--- config.mk ---
export PLATFORM = sky130hd
export DESIGN_NAME = vga_box_compositor
export DESIGN_NICKNAME = d
export VERILOG_FILES = /design/src/rtl/vga_pkg.sv /design/src/rtl/vga_box_hit.sv /design/src/rtl/vga_box_compositor.sv
export SDC_FILE = /design/constraint.sdc
export NUM_CORES = 1
export LEC_CHECK = 0
export ABC_CLOCK_PERIOD_IN_PS = 4120
export CAP_MARGIN = 20
export CORE_ASPECT_RATIO = 0.8
export CORE_MARGIN = 1.5
export CORE_UTILIZATION = 26
export DETAILED_ROUTE_END_ITERATION = 10
export DONT_BUFFER_PORTS = 1
export SYNTH_ARGS = -nofsm -noshare
export SYNTH_HDL_FRONTEND = slang
export SYNTH_HIERARCHICAL = 1
export SYNTH_SLANG_ARGS = --single-unit
--- constraint.sdc ---
create_clock -name clk_25mHz -period 4.12 [get_ports clk_25mHz]
set_input_delay 0.824 -clock clk_25mHz [delete_from_list [all_inputs] [get_ports clk_25mHz]]
set_output_delay 0.824 -clock clk_25mHz [all_outputs]
set_load 0.005 [all_outputs]
--- src/rtl/vga_pkg.sv ---
// Shared widths, default 640x480@60 timing and the per-box shadow record
// used by the VGA box compositor and its hit-test slices.
package vga_pkg;

  localparam int COLOR_W = 12;
  localparam int X_W     = 10;
  localparam int Y_W     = 9;
  localparam int HALF_W  = 6;
  localparam int CNT_W   = 10;

  localparam int DEF_H_ACTIVE = 640;
  localparam int DEF_H_FRONT  = 16;
  localparam int DEF_H_SYNC   = 96;
  localparam int DEF_H_BACK   = 48;
  localparam int DEF_V_ACTIVE = 480;
  localparam int DEF_V_FRONT  = 10;
  localparam int DEF_V_SYNC   = 2;
  localparam int DEF_V_BACK   = 33;

  typedef struct packed {
    logic [X_W-1:0]     x;
    logic [Y_W-1:0]     y;
    logic [HALF_W-1:0]  half;
    logic [COLOR_W-1:0] color;
    logic               enable;
    logic               blink;
  } box_t;

  function automatic int h_total(input int active, input int front,
                                 input int sync, input int back);
    return active + front + sync + back;
  endfunction

  function automatic int v_total(input int active, input int front,
                                 input int sync, input int back);
    return active + front + sync + back;
  endfunction

endpackage

--- src/rtl/vga_box_hit.sv ---
// Combinational hit test for one box against the current raster position.
// Differences are taken as signed 11-bit values so off-screen extents never wrap.
module vga_box_hit
  import vga_pkg::*;
(
  input  logic [CNT_W-1:0] h_cnt,
  input  logic [CNT_W-1:0] v_cnt,
  input  box_t             box,
  input  logic             blink_phase,
  output logic             hit
);

  logic signed [CNT_W:0] dx;
  logic signed [CNT_W:0] dy;
  logic        [CNT_W:0] abs_dx;
  logic        [CNT_W:0] abs_dy;
  logic        [CNT_W:0] half_ext;

  always_comb begin
    dx       = $signed({1'b0, h_cnt}) - $signed({1'b0, box.x});
    dy       = $signed({1'b0, v_cnt}) - $signed({{(CNT_W + 1 - Y_W){1'b0}}, box.y});
    abs_dx   = dx[CNT_W] ? -dx : dx;
    abs_dy   = dy[CNT_W] ? -dy : dy;
    half_ext = {{(CNT_W + 1 - HALF_W){1'b0}}, box.half};
    hit      = box.enable && (abs_dx <= half_ext) && (abs_dy <= half_ext)
               && !(box.blink && blink_phase);
  end

endmodule

--- src/rtl/vga_box_compositor.sv ---
// VGA output stage: internal raster timing, frame-synchronous box shadowing,
// and a two-stage pipeline compositing prioritised boxes over a live background.
module vga_box_compositor
  import vga_pkg::*;
#(
  parameter int NUM_BOXES   = 4,
  parameter int H_ACTIVE    = DEF_H_ACTIVE,
  parameter int H_FRONT     = DEF_H_FRONT,
  parameter int H_SYNC      = DEF_H_SYNC,
  parameter int H_BACK      = DEF_H_BACK,
  parameter int V_ACTIVE    = DEF_V_ACTIVE,
  parameter int V_FRONT     = DEF_V_FRONT,
  parameter int V_SYNC      = DEF_V_SYNC,
  parameter int V_BACK      = DEF_V_BACK,
  parameter int BLINK_SHIFT = 4
) (
  input  logic                         clk_25mHz,
  input  logic                         reset,
  input  logic [NUM_BOXES*X_W-1:0]     box_x,
  input  logic [NUM_BOXES*Y_W-1:0]     box_y,
  input  logic [NUM_BOXES*HALF_W-1:0]  box_half,
  input  logic [NUM_BOXES*COLOR_W-1:0] box_color,
  input  logic [NUM_BOXES-1:0]         box_enable,
  input  logic [NUM_BOXES-1:0]         box_blink,
  input  logic [COLOR_W-1:0]           bg_color,
  output logic                         hSync,
  output logic                         vSync,
  output logic [3:0]                   VGA_R,
  output logic [3:0]                   VGA_G,
  output logic [3:0]                   VGA_B,
  output logic                         frame_start
);

  localparam int H_TOTAL  = h_total(H_ACTIVE, H_FRONT, H_SYNC, H_BACK);
  localparam int V_TOTAL  = v_total(V_ACTIVE, V_FRONT, V_SYNC, V_BACK);
  localparam int HS_START = H_ACTIVE + H_FRONT;
  localparam int HS_END   = HS_START + H_SYNC;
  localparam int VS_START = V_ACTIVE + V_FRONT;
  localparam int VS_END   = VS_START + V_SYNC;

  logic [CNT_W-1:0]                  h_cnt_d, h_cnt_q;
  logic [CNT_W-1:0]                  v_cnt_d, v_cnt_q;
  logic [7:0]                        frame_cnt_d, frame_cnt_q;
  box_t [NUM_BOXES-1:0]              shadow_d, shadow_q;
  logic                              load;

  logic [NUM_BOXES-1:0]              hit_raw;
  logic                              hs_raw, vs_raw, active_raw;

  logic [NUM_BOXES-1:0]              hit_s1_d, hit_s1_q;
  logic [NUM_BOXES-1:0][COLOR_W-1:0] color_s1_d, color_s1_q;
  logic                              active_s1_d, active_s1_q;
  logic                              hs_s1_d, hs_s1_q;
  logic                              vs_s1_d, vs_s1_q;

  logic [COLOR_W-1:0]                rgb_d, rgb_q;
  logic                              hs_d, hs_q;
  logic                              vs_d, vs_q;

  // Shadow load happens on the first pixel of the first blanking line.
  always_comb begin
    load        = (h_cnt_q == '0) && (v_cnt_q == CNT_W'(V_ACTIVE));
    h_cnt_d     = h_cnt_q + CNT_W'(1);
    v_cnt_d     = v_cnt_q;
    if (h_cnt_q == CNT_W'(H_TOTAL - 1)) begin
      h_cnt_d = '0;
      v_cnt_d = (v_cnt_q == CNT_W'(V_TOTAL - 1)) ? '0 : v_cnt_q + CNT_W'(1);
    end
    frame_cnt_d = load ? frame_cnt_q + 8'd1 : frame_cnt_q;
    shadow_d    = shadow_q;
    if (load) begin
      for (int i = 0; i < NUM_BOXES; i++) begin
        shadow_d[i].x      = box_x[i*X_W +: X_W];
        shadow_d[i].y      = box_y[i*Y_W +: Y_W];
        shadow_d[i].half   = box_half[i*HALF_W +: HALF_W];
        shadow_d[i].color  = box_color[i*COLOR_W +: COLOR_W];
        shadow_d[i].enable = box_enable[i];
        shadow_d[i].blink  = box_blink[i];
      end
    end
  end

  always_comb begin
    hs_raw     = !((h_cnt_q >= CNT_W'(HS_START)) && (h_cnt_q < CNT_W'(HS_END)));
    vs_raw     = !((v_cnt_q >= CNT_W'(VS_START)) && (v_cnt_q < CNT_W'(VS_END)));
    active_raw = (h_cnt_q < CNT_W'(H_ACTIVE)) && (v_cnt_q < CNT_W'(V_ACTIVE));
  end

  for (genvar g = 0; g < NUM_BOXES; g++) begin : g_hit
    vga_box_hit u_hit (
      .h_cnt       (h_cnt_q),
      .v_cnt       (v_cnt_q),
      .box         (shadow_q[g]),
      .blink_phase (frame_cnt_q[BLINK_SHIFT]),
      .hit         (hit_raw[g])
    );
  end

  always_comb begin
    hit_s1_d    = hit_raw;
    active_s1_d = active_raw;
    hs_s1_d     = hs_raw;
    vs_s1_d     = vs_raw;
    for (int i = 0; i < NUM_BOXES; i++) begin
      color_s1_d[i] = shadow_q[i].color;
    end
  end

  // Later (higher-index) hits overwrite earlier ones, so the top layer wins.
  always_comb begin
    rgb_d = bg_color;
    for (int i = 0; i < NUM_BOXES; i++) begin
      if (hit_s1_q[i]) begin
        rgb_d = color_s1_q[i];
      end
    end
    if (!active_s1_q) begin
      rgb_d = '0;
    end
    hs_d = hs_s1_q;
    vs_d = vs_s1_q;
  end

  always_ff @(posedge clk_25mHz) begin
    if (reset) begin
      h_cnt_q     <= '0;
      v_cnt_q     <= '0;
      frame_cnt_q <= '0;
      shadow_q    <= '0;
      hit_s1_q    <= '0;
      color_s1_q  <= '0;
      active_s1_q <= 1'b0;
      hs_s1_q     <= 1'b1;
      vs_s1_q     <= 1'b1;
      rgb_q       <= '0;
      hs_q        <= 1'b1;
      vs_q        <= 1'b1;
    end else begin
      h_cnt_q     <= h_cnt_d;
      v_cnt_q     <= v_cnt_d;
      frame_cnt_q <= frame_cnt_d;
      shadow_q    <= shadow_d;
      hit_s1_q    <= hit_s1_d;
      color_s1_q  <= color_s1_d;
      active_s1_q <= active_s1_d;
      hs_s1_q     <= hs_s1_d;
      vs_s1_q     <= vs_s1_d;
      rgb_q       <= rgb_d;
      hs_q        <= hs_d;
      vs_q        <= vs_d;
    end
  end

  assign VGA_R       = rgb_q[11:8];
  assign VGA_G       = rgb_q[7:4];
  assign VGA_B       = rgb_q[3:0];
  assign hSync       = hs_q;
  assign vSync       = vs_q;
  assign frame_start = load;

endmodule
==> Yosys cells after proc, flatten, opt, wreduce, memory -nomap -nowiden <==
Cells that the tools add are included.
{ "classes": {"bitwise": 1, "n_reduce_logical": 29, "eq_ne": 3, "mux": 13, "order_cmp": 14, "n_addsub": 19} }
{ "ops": {"columns": ["operator", "n"], "rows": [
  ["11-bit by 6-bit less-or-equal comparator with 1-bit output", 8],
  ["11-bit two-way mux", 8],
  ["11-bit negator", 8],
  ["12-bit two-way mux", 4],
  ["10-bit by 10-bit subtractor with 11-bit output", 4],
  ["10-bit by 9-bit subtractor with 11-bit output", 4],
  ["10-bit by 1-bit adder with 10-bit output (second input constant)", 2],
  ["10-bit equality test (second input constant)", 2],
  ["1-bit logical AND", 20],
  ["10-bit less-than comparator (second input constant)", 2],
  ["10-bit by 9-bit less-than comparator with 1-bit output (second input constant)", 2],
  ["10-bit by 9-bit equality test with 1-bit output (second input constant)", 1],
  ["10-bit >= comparator (second input constant)", 1],
  ["10-bit by 9-bit >= comparator with 1-bit output (second input constant)", 1],
  ["10-bit zero test", 1],
  ["10-bit two-way mux", 1],
  ["8-bit by 1-bit adder with 8-bit output (second input constant)", 1],
  ["1-bit zero test", 6],
  ["2-bit OR reduction", 2],
  ["1-bit inverter", 1]
]} }
{ "totals": {"input_bits": 170, "wordCells": 117, "register_bits": 253} }

==> Longest topological paths before layout <==
{ "depth": {"ltp_word": 7, "mapped_depth": 20, "depth_no_buf": 20} }

==> Modules after synthesis <==
The synthesis kept the hierarchy.
{ "by_module_without_submodules": {"columns": ["module", "n_inst", "seq_area_each_um2", "cells_each", "area_each_um2"], "rows": [
  ["vga_box_compositor", 1, 5004.8, 1083, 9549.2],
  ["vga_box_hit (g_hit[0].u_hit ...)", 2, 0.0, 226, 1616.6],
  ["vga_box_hit (g_hit[2].u_hit)", 1, 0.0, 265, 1843.0],
  ["vga_box_hit (g_hit[1].u_hit)", 1, 0.0, 214, 1591.5]
]} }

==> Worst setup path before layout <==
Ideal clock, no wire load.
{ "synth_path": {"path_type": "register -> register", "start": "register v_cnt_q[0]", "end": "register hit_s1_q[2]", "path_stages_with_launch": 20, "synth_period_minus_slack_ps": 3839, "setup_time_ps": 66, "t_required_ps": 4054, "arrival_time_ps": 3773, "path_slack_ps": 281, "cell_sequence": "dfxtp_1 -> inv_1 -> ha_1 -> inv_1 -> fa_1 -> a21o_1 -> a221oi_2 -> o21ai_0 -> a21oi_1 -> o21ai_0 -> ha_1 -> nor2b_1 -> o21ai_0 -> a21oi_1 -> o21a_1 -> o22ai_1 -> nand3_1 -> a221o_1 -> nor4_2 -> nor2b_1"} }
{ "synth_between": {"elab_chain_len": 6} }
{ "synth_rtl": {"columns": ["element", "line", "text"], "rows": [
  ["from (decl)", "vga_box_compositor.sv:42", "logic [CNT_W-1:0] v_cnt_d, v_cnt_q;"],
  ["from (signal assigned)", "vga_box_compositor.sv:140", "v_cnt_q <= v_cnt_d;"],
  ["10-bit by 9-bit subtractor with 11-bit output *", "vga_box_hit.sv:21", "dy = $signed({1'b0, v_cnt}) - $signed({{(CNT_W + 1 - Y_W){1'b0}}, box.y});"],
  ["11-bit negator", "vga_box_hit.sv:23", "abs_dy = dy[CNT_W] ? -dy : dy;"],
  ["11-bit two-way mux *", "vga_box_hit.sv:23", null],
  ["11-bit by 6-bit less-or-equal comparator with 1-bit output *", "vga_box_hit.sv:25", "hit = box.enable && (abs_dx <= half_ext) && (abs_dy <= half_ext)"],
  ["1-bit logical AND *", "vga_box_hit.sv:25", null],
  ["1-bit logical AND *", "vga_box_hit.sv:26", "&& !(box.blink && blink_phase);"],
  ["via hit_raw[2]", "vga_box_compositor.sv:47", "logic [NUM_BOXES-1:0] hit_raw;"],
  ["to (signal assigned)", "vga_box_compositor.sv:143", "hit_s1_q <= hit_s1_d;"],
  ["to (decl)", "vga_box_compositor.sv:50", "logic [NUM_BOXES-1:0] hit_s1_d, hit_s1_q;"]
]} }
Mark *: on every way through the listed nets, which the timed path passes. The rest lies on a longest branch.
A chain may end at the register's enable or synchronous reset.

==> Worst setup path after layout <==
Ends and elaborated chain as after synthesis.

==> impl_summary.md <==
Finish
The most common cell after layout, fill and taps aside is sky130_fd_sc_hd__dfxtp_1. The final cell count without fillers is 2,817. The area used by multi-input combinational logic is 0.0102 mm².

The number of nets in the layout is 2,279. In the final layout, the share of cells above drive strength 1 is 8.82%. The count of fill cells added during filler insertion is 6,508. The library cells used most frequently in the layout, excluding fill and tap cells, are sky130_fd_sc_hd__dfxtp_1, sky130_fd_sc_hd__o21ai_0, sky130_fd_sc_hd__a21oi_1, sky130_fd_sc_hd__inv_1, sky130_fd_sc_hd__nand3_1. Summing all flip-flop and latch instances after layout gives 0.00501 mm². The relative area change from synthesis to final layout is 12.5%. With fillers left out, the area of the finished cells amounts to 0.0182 mm².

Global route
Global routing consumed, over all layers together, 15.1% of the routing resources. The via count of the first global-routing pass is 13,516. The maximum number of pins on one net before global-route repair is 214.

The first global-routing pass estimated 76,700 µm of wire. The number of antenna violations at the first check in global routing is 5. The remaining global-route overflow is 0.

Clock network
CTS built an H-tree with a depth of 1. The number of buffers created by CTS is 30. The buffer cell driving the clock tree root is sky130_fd_sc_hd__clkbuf_16. The total number of clock tree sinks is 250.

The CTS clock-pin slew for the worst setup and hold paths is 0.06 ns. The maximum root-to-sink buffer count is 3. The hold buffer count at CTS is 0. The clock reaches the later pin of the worst-skew pair after 0.58 ns. TritonCTS built the clock tree.

Setup path
The largest incremental delay on the critical path is 0.38 ns. The critical path startpoint category is a flop. The worst endpoint required time is 4.62 ns. The signal on the critical path passes through inv_1 -> ha_1 -> inv_1 -> fa_2 -> a21o_1 -> a221oi_4 -> o21ai_2 -> a21oi_4 -> nand2_1 -> o21ai_0 -> ha_1 -> nor2b_1 -> o21ai_0 -> a21oi_1 -> o21a_1 -> o22ai_1 -> nand3_1 -> a221o_1 -> nor4_2 -> nor2b_1. The start-to-end type of the worst setup path is reg2reg. The slowest stage of the critical path is the sky130_fd_sc_hd__fa_2 cell. Of all nets on the critical path, the largest fanout is 7.

The data arrival time of the worst path is 4.35 ns. STA classifies the critical path endpoint as a flop.

Synthesis
In the synthesized netlist the async set-or-reset flop fraction comes to 0%. The post-synthesis instance area is 0.0162 mm². In this run, synthesis inferred 0 flip-flops with an integrated enable. The sequential fraction of the synthesis area is 30.9%.

The most instantiated flip-flop cell in the synthesis netlist is sky130_fd_sc_hd__dfxtp_1. The flop and latch count out of synthesis is 250. The count of different cell masters after synthesis is 90. The average footprint of a synthesized cell is 8.05 µm².

The synthesized instance count is 2,014. The number of nets in the synthesized netlist is 2,330. The Yosys step of the flow raised 6 warnings.

Status
The flow ran to the end, and the final reports show no timing, DRC or antenna violations.

Floorplanning
The horizontal extent of the die is 282 µm. Pin placement for this block handled 185 I/O pins. The cell row count is 81. The chip height is 226 µm. The starting density of the core is 26.4%. The total die area is 0.0639 mm². The region available for standard cell placement spans 0.0614 mm².

STA
The max-slew violation total from the final report is 0. The worst slew margin relative to its limit is 30.7%. The part of the cycle the worst path needs is 93.7%. The number of endpoints failing setup at the final stage is 0. The clock skew after layout is 0.0245 ns.

The number of hold-slack violations in the final timing report was 0. The routed design could run at a clock period as short as 3.86 ns. The measured slew at the worst slew-check pin is 1.04 ns.

The top achievable clock speed is 259 MHz.

Drt
The final layout contains routed wiring with a total length of 50,400 µm. After detailed routing, the number of remaining DRC violations is 0. The ratio of routed vias to standard cells is 5.11. The number of iterations in the first detailed-routing pass is 8.

After detailed routing, the average wire length per cell comes to 17.9 µm. The routed layout has 14,399 vias. After the first detailed-routing iteration, the DRC count stood at 1,171. The count of nets left with antenna violations once routing finished came out at 0.

Placed design
The number of placed instances, taps included is 2,759. The last weighted congestion value of the routability-driven placer is 0.887. In this run the tool buffered the top-level ports with 0 buffer cells. After detailed placement, the total cell area comes to 0.0171 mm². Detailed placement finished with a half-perimeter wire length of 37,100 µm.

Hold path
The worst hold path class is in2reg.

Power and ir drop
In this run the static leakage power is 6.57 nW. The worst-case vdd ir drop is 0.304 mV. Dividing total power by cell area gives a power density of 322 mW/mm².

Flow run
The tool flagged a number of max-cap violations equal to 0.
## through the flow
step	utilization [%]	power (mW)	setup slack (ns)	hold slack [ns]	TNS [ns]
after floorplan	-	3.02	0.281	0.389	0
after global placement	27.8	3.13	0.0578	0.408	0
after detailed placement	27.8	3.15	-0.0290	0.407	-0.0290
after CTS	29.5	5.96	0.0233	0.293	0
after global routing	29.7	6.13	-0.00177	0.353	-0.00177
final	29.7	5.88	0.261	0.380	0
## metal layers
metal / global-route usage (%) / vias to the layer above / part of all wire [%]
li1: - / 7120 / -
met1: 20.8 / 6827 / 47
met2: 23.5 / 363 / 44
met3: 2.98 / 83 / 5.7
met4: 5.07 / 6 / 3.3
met5: 0 / - / 0.069
## final timing paths
check | startpoint | endpoint | cells after the start | slack (ns)
hold reg to reg | vs_d$_SDFF_PP1_ | vSync$_SDFF_PP1_ | 1 | 0.44
setup reg to reg | v_cnt_q[0]$_SDFFE_PP0N_ | hit_s1_q[2]$_SDFF_PP0_ | 20 | 0.26
setup / recovery | v_cnt_q[0]$_SDFFE_PP0N_ | hit_s1_q[2]$_SDFF_PP0_ | 20 | 0.26
hold / removal | box_color[30] | color_s1_d[30]$_SDFFE_PP0P_ | 2 | 0.38
## where the power goes
| group | internal, mW | leakage, nW | switching, mW |
|---|---|---|---|
| Clock | 1.65 | 0.498 | 1.12 |
| Sequential | 2.43 | 2.02 | 0.0108 |
| Combinational | 0.247 | 4.05 | 0.426 |
| Total | 4.32 | 6.57 | 1.56 |
## synthesized netlist by cell type (4+ instances only)
cell / number / area [µm²]
sky130_fd_sc_hd__a221oi_1: 12 / 105
sky130_fd_sc_hd__or3_1: 11 / 68.8
sky130_fd_sc_hd__o21ai_0: 215 / 1080
sky130_fd_sc_hd__or2b_1: 4 / 30.0
sky130_fd_sc_hd__a211oi_1: 17 / 128
sky130_fd_sc_hd__xnor2_1: 65 / 569
sky130_fd_sc_hd__mux2i_1: 16 / 160
sky130_fd_sc_hd__mux2_2: 5 / 56.3
sky130_fd_sc_hd__inv_1: 181 / 679
sky130_fd_sc_hd__or4_1: 8 / 60.1
sky130_fd_sc_hd__o22ai_1: 10 / 62.6
sky130_fd_sc_hd__nand3_1: 158 / 791
sky130_fd_sc_hd__a21o_1: 24 / 180
sky130_fd_sc_hd__nor3_1: 28 / 140
sky130_fd_sc_hd__and3_1: 11 / 68.8
sky130_fd_sc_hd__a21oi_1: 191 / 956
sky130_fd_sc_hd__buf_1: 4 / 15.0
sky130_fd_sc_hd__a211oi_2: 5 / 62.6
sky130_fd_sc_hd__dfxtp_1: 250 / 5000
sky130_fd_sc_hd__nor2b_1: 63 / 394
sky130_fd_sc_hd__nor2_1: 84 / 315
sky130_fd_sc_hd__clkbuf_1: 94 / 353
sky130_fd_sc_hd__or2_2: 11 / 68.8
sky130_fd_sc_hd__a31oi_1: 9 / 56.3
sky130_fd_sc_hd__nand4_1: 16 / 100
sky130_fd_sc_hd__a31o_2: 11 / 96.3
sky130_fd_sc_hd__nor4_1: 14 / 87.6
sky130_fd_sc_hd__xor2_1: 32 / 280
sky130_fd_sc_hd__nand2b_1: 28 / 175
sky130_fd_sc_hd__nand2_1: 79 / 297
sky130_fd_sc_hd__o31ai_1: 16 / 120
sky130_fd_sc_hd__o2111ai_1: 9 / 78.8
sky130_fd_sc_hd__o41ai_1: 40 / 350
sky130_fd_sc_hd__nand3b_1: 7 / 52.6
sky130_fd_sc_hd__nor4_2: 4 / 50.1
sky130_fd_sc_hd__o211ai_1: 4 / 30.0
sky130_fd_sc_hd__a21boi_0: 14 / 105
sky130_fd_sc_hd__ha_1: 138 / 1730
sky130_fd_sc_hd__buf_2: 15 / 75.1
sky130_fd_sc_hd__o21a_1: 16 / 120
sky130_fd_sc_hd__fa_1: 8 / 160
## cells by family after synthesis
| family | Yosys count | synth area share (%) |
|---|---|---|
| flip-flops | 250 | 30.9 |
| XOR/XNOR | 101 | 5.64 |
| AND/OR/NAND/NOR | 564 | 18.8 |
| AO/OA/AOI/OAI | 628 | 24.3 |
| multiplexers | 21 | 1.33 |
| adder cells (fa/ha/maj) | 148 | 11.8 |
| buffers and inverters | 302 | 7.30 |
## critical path: cells and delay by family, from the launching register on
| family | cells | cell delay (ns) |
|---|---|---|
| buffers and inverters | 2 | 0.14 |
| AOI/OAI and AO/OA | 10 | 1.81 |
| and+or+nand+nor | 5 | 0.68 |
| adders and majority gates | 3 | 0.83 |
| DFF | 1 | 0.33 |
## flip-flops by register name, indices dropped and copies added, names as in the netlist
| name | cells |
|---|---|
| hit_s1_q | 4 |
| hSync | 1 |
| active_s1_q | 1 |
| color_s1_q | 48 |
| hs_d | 1 |
| vSync | 1 |
| vs_d | 1 |
| h_cnt_q | 10 |
| rgb_q | 12 |
| color_s1_d | 48 |
| shadow_q | 108 |
| v_cnt_q | 10 |
| frame_cnt_q | 5 |
## timing repair
| item | in CTS | in global routing |
|---|---|---|
| setup endpoints to repair | 1 | 4 |
| pin swaps | 0 | 5 |
| cloned | 0 | 1 |
| buffers inserted | 0 | 1 |
| gates resized for setup | 1 | 26 |
## layout make-up
class                   count  area share, %
inverters                 182           3.74
repair buffers             36           1.69
multi-input cells        1463           55.8
flip-flops and latches    250           27.4
clock buffers              37           4.42
clock inverters            16           1.22
diodes                      3         0.0411
well taps                 830           5.69
(Power assumes the default switching activity.)
